**src/rtl/uart_rx.sv**
```systemverilog
// uart_rx: oversampled asynchronous serial receiver, LSB first.
// Start bit is qualified mid-bit; data and stop bits are sampled one bit period apart.
module uart_rx #(
  parameter int n   = 8,
  parameter int OVS = 16
) (
  input  logic         clk,
  input  logic         resetn,
  input  logic         s_tick,
  input  logic         Rx_in,
  input  logic         rd_en,
  output logic [n-1:0] rx_data,
  output logic         rx_done,
  output logic         rx_ready,
  output logic         frame_err,
  output logic         overrun_err
);

  localparam int TW = $clog2(OVS);
  localparam int BW = (n > 1) ? $clog2(n) : 1;

  localparam logic [TW-1:0] T_HALF = TW'(OVS / 2 - 1);
  localparam logic [TW-1:0] T_LAST = TW'(OVS - 1);
  localparam logic [BW-1:0] B_LAST = BW'(n - 1);

  localparam logic [1:0] IDLE  = 2'd0;
  localparam logic [1:0] START = 2'd1;
  localparam logic [1:0] DATA  = 2'd2;
  localparam logic [1:0] STOP  = 2'd3;

  logic [1:0]    state;
  logic          sync1;
  logic          rx_s;
  logic [TW-1:0] tick_cnt;
  logic [BW-1:0] bit_cnt;
  logic [n-1:0]  shreg;
  logic          done;

  always_ff @(posedge clk or negedge resetn) begin
    if (!resetn) begin
      sync1 <= 1'b1;
      rx_s  <= 1'b1;
    end else begin
      sync1 <= Rx_in;
      rx_s  <= sync1;
    end
  end

  assign done = (state == STOP) && s_tick
             && (tick_cnt == T_LAST);

  always_ff @(posedge clk or negedge resetn) begin
    if (!resetn) begin
      state    <= IDLE;
      tick_cnt <= '0;
      bit_cnt  <= '0;
      shreg    <= '0;
    end else begin
      unique case (state)
        IDLE: begin
          if (!rx_s) begin
            state    <= START;
            tick_cnt <= '0;
          end
        end
        START: begin
          if (s_tick) begin
            if (tick_cnt == T_HALF) begin
              tick_cnt <= '0;
              // a high line at mid start bit is a glitch
              if (!rx_s) begin
                state   <= DATA;
                bit_cnt <= '0;
              end else begin
                state <= IDLE;
              end
            end else begin
              tick_cnt <= tick_cnt + 1'b1;
            end
          end
        end
        DATA: begin
          if (s_tick) begin
            if (tick_cnt == T_LAST) begin
              tick_cnt <= '0;
              shreg    <= n'({rx_s, shreg} >> 1);
              if (bit_cnt == B_LAST) begin
                state <= STOP;
              end else begin
                bit_cnt <= bit_cnt + 1'b1;
              end
            end else begin
              tick_cnt <= tick_cnt + 1'b1;
            end
          end
        end
        STOP: begin
          if (s_tick) begin
            if (tick_cnt == T_LAST) begin
              tick_cnt <= '0;
              state    <= IDLE;
            end else begin
              tick_cnt <= tick_cnt + 1'b1;
            end
          end
        end
        default: state <= IDLE;
      endcase
    end
  end

  // completion flags all line up with the rx_done pulse
  always_ff @(posedge clk or negedge resetn) begin
    if (!resetn) begin
      rx_data     <= '0;
      rx_done     <= 1'b0;
      rx_ready    <= 1'b0;
      frame_err   <= 1'b0;
      overrun_err <= 1'b0;
    end else begin
      rx_done     <= done;
      frame_err   <= done & ~rx_s;
      overrun_err <= done & rx_ready & ~rd_en;
      if (done) begin
        rx_data  <= shreg;
        rx_ready <= 1'b1;
      end else if (rd_en) begin
        rx_ready <= 1'b0;
      end
    end
  end

endmodule

```
**config.mk**
```make
export PLATFORM = sky130hd
export DESIGN_NAME = uart_rx
export DESIGN_NICKNAME = d
export VERILOG_FILES = /design/src/rtl/uart_rx.sv
export SDC_FILE = /design/constraint.sdc
export NUM_CORES = 1
export LEC_CHECK = 0
export CORE_MARGIN = 4
export CORE_UTILIZATION = 40
export DETAILED_ROUTE_END_ITERATION = 8
export DONT_BUFFER_PORTS = 1
export PLACE_DENSITY = 0.63
export SETUP_SLACK_MARGIN = 0.3
export SLEW_MARGIN = 20
export SYNTH_ARGS = -nofsm -noshare
export SYNTH_HDL_FRONTEND = slang
export SYNTH_SLANG_ARGS = --single-unit
```
**constraint.sdc**
```tcl
create_clock -name clk -period 1.8 [get_ports clk]
set_input_delay 0.36 -clock clk [delete_from_list [all_inputs] [get_ports clk]]
set_output_delay 0.36 -clock clk [all_outputs]
set_load 0.05 [all_outputs]
```
==> run metrics, run 1 <==
status=finished clean; Layout Area Growth over Synthesis=22.65%; Worst Hold Class=in -> reg; Crit Path Category=reg -> reg; CTS Root Cell=clkbuf_4; share of cells above drive strength 1=0.4460; number of synthesized register bits=31; vias post-DR=993; core area=0.003416 mm²; die height=68.26 µm; Final HPWL DP=1732 µm; CP Max Fanout=3; most frequent cells in the layout=dfrtp_1, buf_4, mux2_2; antenna violations before repair=0; Max Fclk=627.0 MHz; Multi-input gate area=635.6 µm²; syn nets=122; Post-Synthesis Cells=114; Initial Utilization=0.4253; min Tclk post-route=1595 ps; CTS Sinks=31; crit start category=flip-flop; largest net degree at the start of global routing=32; gr ovfl total=0; vias per cell=5.368; Rows=21; Final ANT Viol Nets=0; GP Congestion=0.8312; VDD IR-drop max=0.0006441 V; Reg area=782.0 µm²; port bufs=0; MaxCap Viol Count=0; Slew HR=0.6774; Die Area=0.004659 mm²; DRC Markers=0; synth unique cells=31; ANT cells=0; vias in the first global route=991; Worst-Skew Late Latency=340 ps; CTS tree=built; Tot GR Track Use=0.1370; post-route clock period utilization=0.8861; Crit path arrival time=1810 ps; H-Tree Depth=2; Top delay family on crit path=simple AND/OR/NAND/NOR gates; RSZ-0062 raised after global routing=yes; I/O Pins=17; Final setup viols=0; Final Max Slew Viols=0; first-pass GRT wire length=4540 µm; worst clock skew=8.694 ps; leakage=0.0008396 µW; Buffers & Inverters on Critical Path=0; CP endpoint kind=flip-flop; drt pass-1 iters=4; crit path max-delay cell type=or4bb_4; Hold Fails Final Rpt=0; Worst-Margin Slew=484.0 ps; Die Wd=68.26 µm; CP Data Required Time=2020 ps; Mapped Area=0.001453 mm²; final hold slack=196.0 ps; fill count=292; worst-path cell chain=ha_2 -> ha_4 -> or4bb_4 -> nand3_1 -> o211ai_1; most common cell after layout, fill and taps aside=dfrtp_1; slowest cell delay on critical path=530 ps; fin worst setup slack=205.0 ps; total wire length=2954 µm; Clock transition at path regs=100 ps; PwrDens=1175 mW/mm²; setup TNS=0 ps; # nets final=146; Syn Area/Cell=12.74 µm²; WL/cell=15.97 µm; DRT iter0 DRCs=37; CTS buffer count=5; Place WS=125.0 ps; Clock Tree Buf Depth=2; Seq/Total Area, Yosys=0.5357; Yosys warnings=0
## metal layers
layer	vias to the layer above	GRT usage	wire, µm
met4	0	0.07940	76
met3	10	0.04105	130
met5	-	0	0
li1	464	-	-
met1	496	0.1622	1200
met2	23	0.2190	1547
## cell usage after synthesis
master | count | area [µm²]
mux2_2 | 16 | 180.2
nand4_4 | 1 | 21.27
ha_1 | 3 | 37.54
nand4bb_1 | 1 | 11.26
a2111oi_0 | 1 | 8.760
a221o_1 | 2 | 20.02
o21ai_0 | 3 | 15.01
nor2_1 | 4 | 15.01
a31oi_1 | 5 | 31.28
and3_1 | 1 | 6.260
and3b_1 | 1 | 8.760
or4bb_2 | 1 | 12.51
or4bb_1 | 1 | 11.26
and2_4 | 1 | 8.760
buf_6 | 2 | 22.52
clkbuf_8 | 4 | 55.05
xnor2_1 | 1 | 8.760
nand2b_1 | 1 | 6.260
or2_2 | 1 | 6.260
o211ai_1 | 4 | 30.03
dfrtp_1 | 29 | 725.7
o2bb2ai_1 | 1 | 8.760
nand3_1 | 6 | 30.03
dfstp_2 | 2 | 52.55
nand4_1 | 5 | 31.28
or3_4 | 1 | 11.26
mux2i_1 | 1 | 10.01
nand2_1 | 6 | 22.52
inv_1 | 7 | 26.28
a22o_1 | 1 | 8.760
and4_1 | 1 | 8.760
## worst paths after layout
| check | endpoint | depth (start not counted) | slack [ps] | from |
|---|---|---|---|---|
| setup reg to reg | bit_cnt[2]$_DFFE_PN0P_ | 5 | 200 | bit_cnt[1]$_DFFE_PN0P_ |
| hold / removal | overrun_err$_DFF_PN0_ | 2 | 200 | rd_en |
| min in group asynchronous | tick_cnt[2]$_DFFE_PN0P_ | 2 | 450 | resetn |
| setup / recovery | bit_cnt[2]$_DFFE_PN0P_ | 5 | 200 | bit_cnt[1]$_DFFE_PN0P_ |
| max in group asynchronous | sync1$_DFF_PN1_ | 2 | 1100 | resetn |
| hold reg to reg | rx_s$_DFF_PN1_ | 0 | 360 | sync1$_DFF_PN1_ |
## area by class of cell
class | count | area share
Multi-Input combinational cell | 70 | 0.3567
Inverter | 7 | 0.01475
Tap cell | 46 | 0.03230
Clock buffer | 6 | 0.02879
Timing Repair Buffer | 23 | 0.1088
Clock inverter | 2 | 0.01966
Sequential cell | 31 | 0.4389
## cells by family (layout without fill, tap and decap cells)
kind of cell | count (synthesis) | after routing | share of synthesized area
AOI/OAI and AO/OA | 17 | 17 | 0.08441
xor gates and xnor gates | 1 | 1 | 0.006030
adders and majority gates | 3 | 3 | 0.02584
buffers and inverters | 13 | 38 | 0.07149
DFF | 31 | 31 | 0.5357
muxes | 17 | 17 | 0.1309
and+or+nand+nor | 32 | 32 | 0.1456
## report_power, final
part           internal, µW  leakage, µW  total (µW)  switching (µW)
logic                   350     0.000390         658             309
clock network           328    0.0000482         570             242
registers               777     0.000402         865            88.2
total                  1450     0.000840        2090             639
## state kept, by name (all words and copies together) (netlist names), named ones only
signal / count
overrun_err: 1
rx_data: 8
rx_done: 1
bit_cnt: 3
tick_cnt: 4
sync1: 1
state: 1
rx_s: 1
rx_ready: 1
frame_err: 1
shreg: 8
## per-stage QoR
step | cell area (µm²) | utilization | instances | power, µW
after floorplan | 1470 | - | 114 | 1258
after global placement | 1488 | 0.4355 | 159 | 1272
after detailed placement | 1488 | 0.4355 | 159 | 1296
after CTS | 1704 | 0.4989 | 180 | 2036
after global routing | 1782 | 0.5216 | 185 | 2226
final | 1782 | 0.5216 | 185 | 2093
## what timing repair did
action | 4_1_cts | 5_1_grt
gates resized for setup | 5 | 12
hold buffers | 2 | 1
endpoints found under the setup margin | 20 | 18
endpoints found under the hold margin | 31 | 1
cloned | 0 | 0
buffers inserted | 11 | 4
pin swaps | 4 | 2
No activity file was read; power rests on OpenSTA's default activity.
==> run 2: changes to the inputs <==
--- a/config.mk
+++ b/config.mk
@@ -9,6 +9,7 @@
 export CORE_UTILIZATION = 40
 export DETAILED_ROUTE_END_ITERATION = 8
 export DONT_BUFFER_PORTS = 1
+export HOLD_SLACK_MARGIN = 0.1
 export PLACE_DENSITY = 0.63
 export SETUP_SLACK_MARGIN = 0.3
 export SLEW_MARGIN = 20
==> run 2 against run 1 <==
Compared with the run above: largest power group unchanged; first-iteration DRC count is 5.4% higher; critical path type unchanged; largest cell class unchanged; critical endpoint unchanged; die area stayed put; total power hardly changed.
==> run metrics, run 2 (synthesis results as in run 1) <==
status=finished clean; Clock Tree Buf Depth=2 (unchanged); Tot GR Track Use=0.1373 (+0.0003459); Clock transition at path regs=100 ps (about the same); R2R Path Start=bit_cnt[1]$_DFFE_PN0P_; Hold Fails Final Rpt=0 (unchanged); # nets final=146 (unchanged); DRT iter0 DRCs=39 (+5.4%); internal power=1455 µW (about the same); Final Max Slew Viols=0 (unchanged); share of cells above drive strength 1=0.4460 (unchanged); Final Total Pwr=2093 µW (about the same); min Tclk post-route=1595 ps (unchanged); port bufs=0 (unchanged); Clock power frac=0.273 (about the same); gr ovfl total=0 (unchanged); slowest cell delay on critical path=530 ps (about the same); drt pass-1 iters=5 (+1); top flop regs=rx_data x8, shreg x8, tick_cnt x4; CTS Root Cell=clkbuf_4; largest net degree at the start of global routing=32 (unchanged); Die Area=0.004659 mm² (unchanged); H-Tree Depth=2 (unchanged); Crit path arrival time=1810 ps (about the same); vias in the first global route=994 (+0.30%); final hold slack=196.7 ps (+0.7580 ps); crit start category=flip-flop; Setup crit end=bit_cnt[2]$_DFFE_PN0P_; CP endpoint kind=flip-flop; CTS tree=built; Die Wd=68.26 µm (unchanged); DRC Markers=0 (unchanged); Worst Hold Class=in -> reg; Worst-Skew Late Latency=340 ps (about the same); GP Congestion=0.8312 (unchanged); Final HPWL DP=1732 µm (unchanged); CP Launch Point=bit_cnt[1]$_DFFE_PN0P_; Comb pwr share=0.314 (about the same); CTS buffer count=5 (unchanged); Slew HR=0.6774 (unchanged); leakage=0.0008396 µW (unchanged); setup TNS=0 ps (unchanged); first-pass GRT wire length=4554 µm (+0.31%); vias per cell=5.265 (-1.9%); Rows=21 (unchanged); MaxCap Viol Count=0 (unchanged); worst-path cell chain=ha_2 -> ha_4 -> or4bb_4 -> nand3_1 -> o211ai_1; worst r2r dst=bit_cnt[2]$_DFFE_PN0P_; fin worst setup slack=205.0 ps (unchanged); worst clock skew=10.39 ps (+1.694 ps); VDD IR-drop max=0.0006426 V (-0.22%); CP Data Required Time=2020 ps (about the same); antenna violations before repair=0 (unchanged); crit path max-delay cell type=or4bb_4; post-route clock period utilization=0.8861 (unchanged); Initial Utilization=0.4253 (unchanged); most common cell after layout, fill and taps aside=dfrtp_1; vias post-DR=974 (-1.9%); Place WS=125.0 ps (unchanged); Final ANT Viol Nets=0 (unchanged); Worst R2R Setup Slack=200 ps (about the same); ANT cells=0 (unchanged); PwrDens=1175 mW/mm² (about the same); CTS Sinks=31 (unchanged); Final setup viols=0 (unchanged); sw frac=0.3050 (about the same); WL/cell=15.94 µm (-0.20%); sw power=638.5 µW (about the same); total wire length=2948 µm (-0.20%); die height=68.26 µm (unchanged); Crit Path Category=reg -> reg; CP Max Fanout=3 (unchanged); core area=0.003416 mm² (unchanged); Worst-Margin Slew=484.0 ps (+0.0009537 ps); most frequent cells in the layout=dfrtp_1, buf_4, mux2_2; RSZ-0062 raised after global routing=yes; Reg2Reg Depth=5 (unchanged); sequential fraction of design power=0.413 (about the same); I/O Pins=17 (unchanged); Max Fclk=627.0 MHz (unchanged); Layout Area Growth over Synthesis=22.65% (unchanged)
-- run 2: cell counts in the layout (fill, tap and decap cells not counted) --
No cell type changed its count.
-- run 2: layout make-up --
class / count / area [µm²]
Fill cell: 292 / 1634
Sequential cell: 31 / 782.0
Multi-Input combinational cell: 70 / 635.6
Timing Repair Buffer: 23 / 193.9
Tap cell: 46 / 57.56
Clock buffer: 6 / 51.30
Clock inverter: 2 / 35.03
Inverter: 7 / 26.28
-- run 2: repair_timing --
item / in CTS / in global routing
pin swaps: 4 / 2
setup endpoints to repair: 20 / 18
hold buffers: 3 / 0
gates resized for setup: 5 / 12
endpoints found under the hold margin: 32 / 0
setup buffers: 11 / 4
-- run 2: worst min path at each step --
stage | start | to | slack [ps] | cells after the start
after global placement | resetn | overrun_err$_DFF_PN0_ | 70 | 0
final | rd_en | overrun_err$_DFF_PN0_ | 200 | 2
after detailed placement | resetn | rx_ready$_DFFE_PN0P_ | 70 | 0
after floorplan | resetn | async pin | 60 | 0
after CTS | rd_en | overrun_err$_DFF_PN0_ | 190 | 2
after global routing | rd_en | overrun_err$_DFF_PN0_ | 200 | 2
-- run 2: through the flow --
stage,instances,utilization,instance area (µm²)
3_5_place_dp,159,0.4355,1488
6_report,185,0.5216,1782
4_1_cts,181,0.5018,1714
2_1_floorplan,114,-,1470
5_1_grt,185,0.5216,1782
3_3_place_gp,159,0.4355,1488
-- run 2: power groups by stage --
| stage | clock network, µW | registers [µW] | logic (µW) |
|---|---|---|---|
| 2_1_floorplan | 0 | 853 | 406 |
| 3_3_place_gp | 0 | 908 | 364 |
| 3_5_place_dp | 0 | 912 | 383 |
| 4_1_cts | 588 | 856 | 594 |
| 5_1_grt | 621 | 877 | 728 |
| 6_report | 571 | 865 | 657 |
-- run 2: worst max-delay path, delay by kind of cell, from the launching register on --
family / cells / cell delay [ps]
AOI/OAI and AO/OA: 1 / 80
adders and majority gates: 2 / 370
and+or+nand+nor: 2 / 620
DFF: 1 / 410
-- run 2: layer usage --
layer	share of wire	up-vias	track usage
li1	-	463	-
met1	0.40	478	0.1632
met2	0.52	24	0.2190
met3	0.049	9	0.04105
met4	0.024	0	0.07940
met5	0	-	0
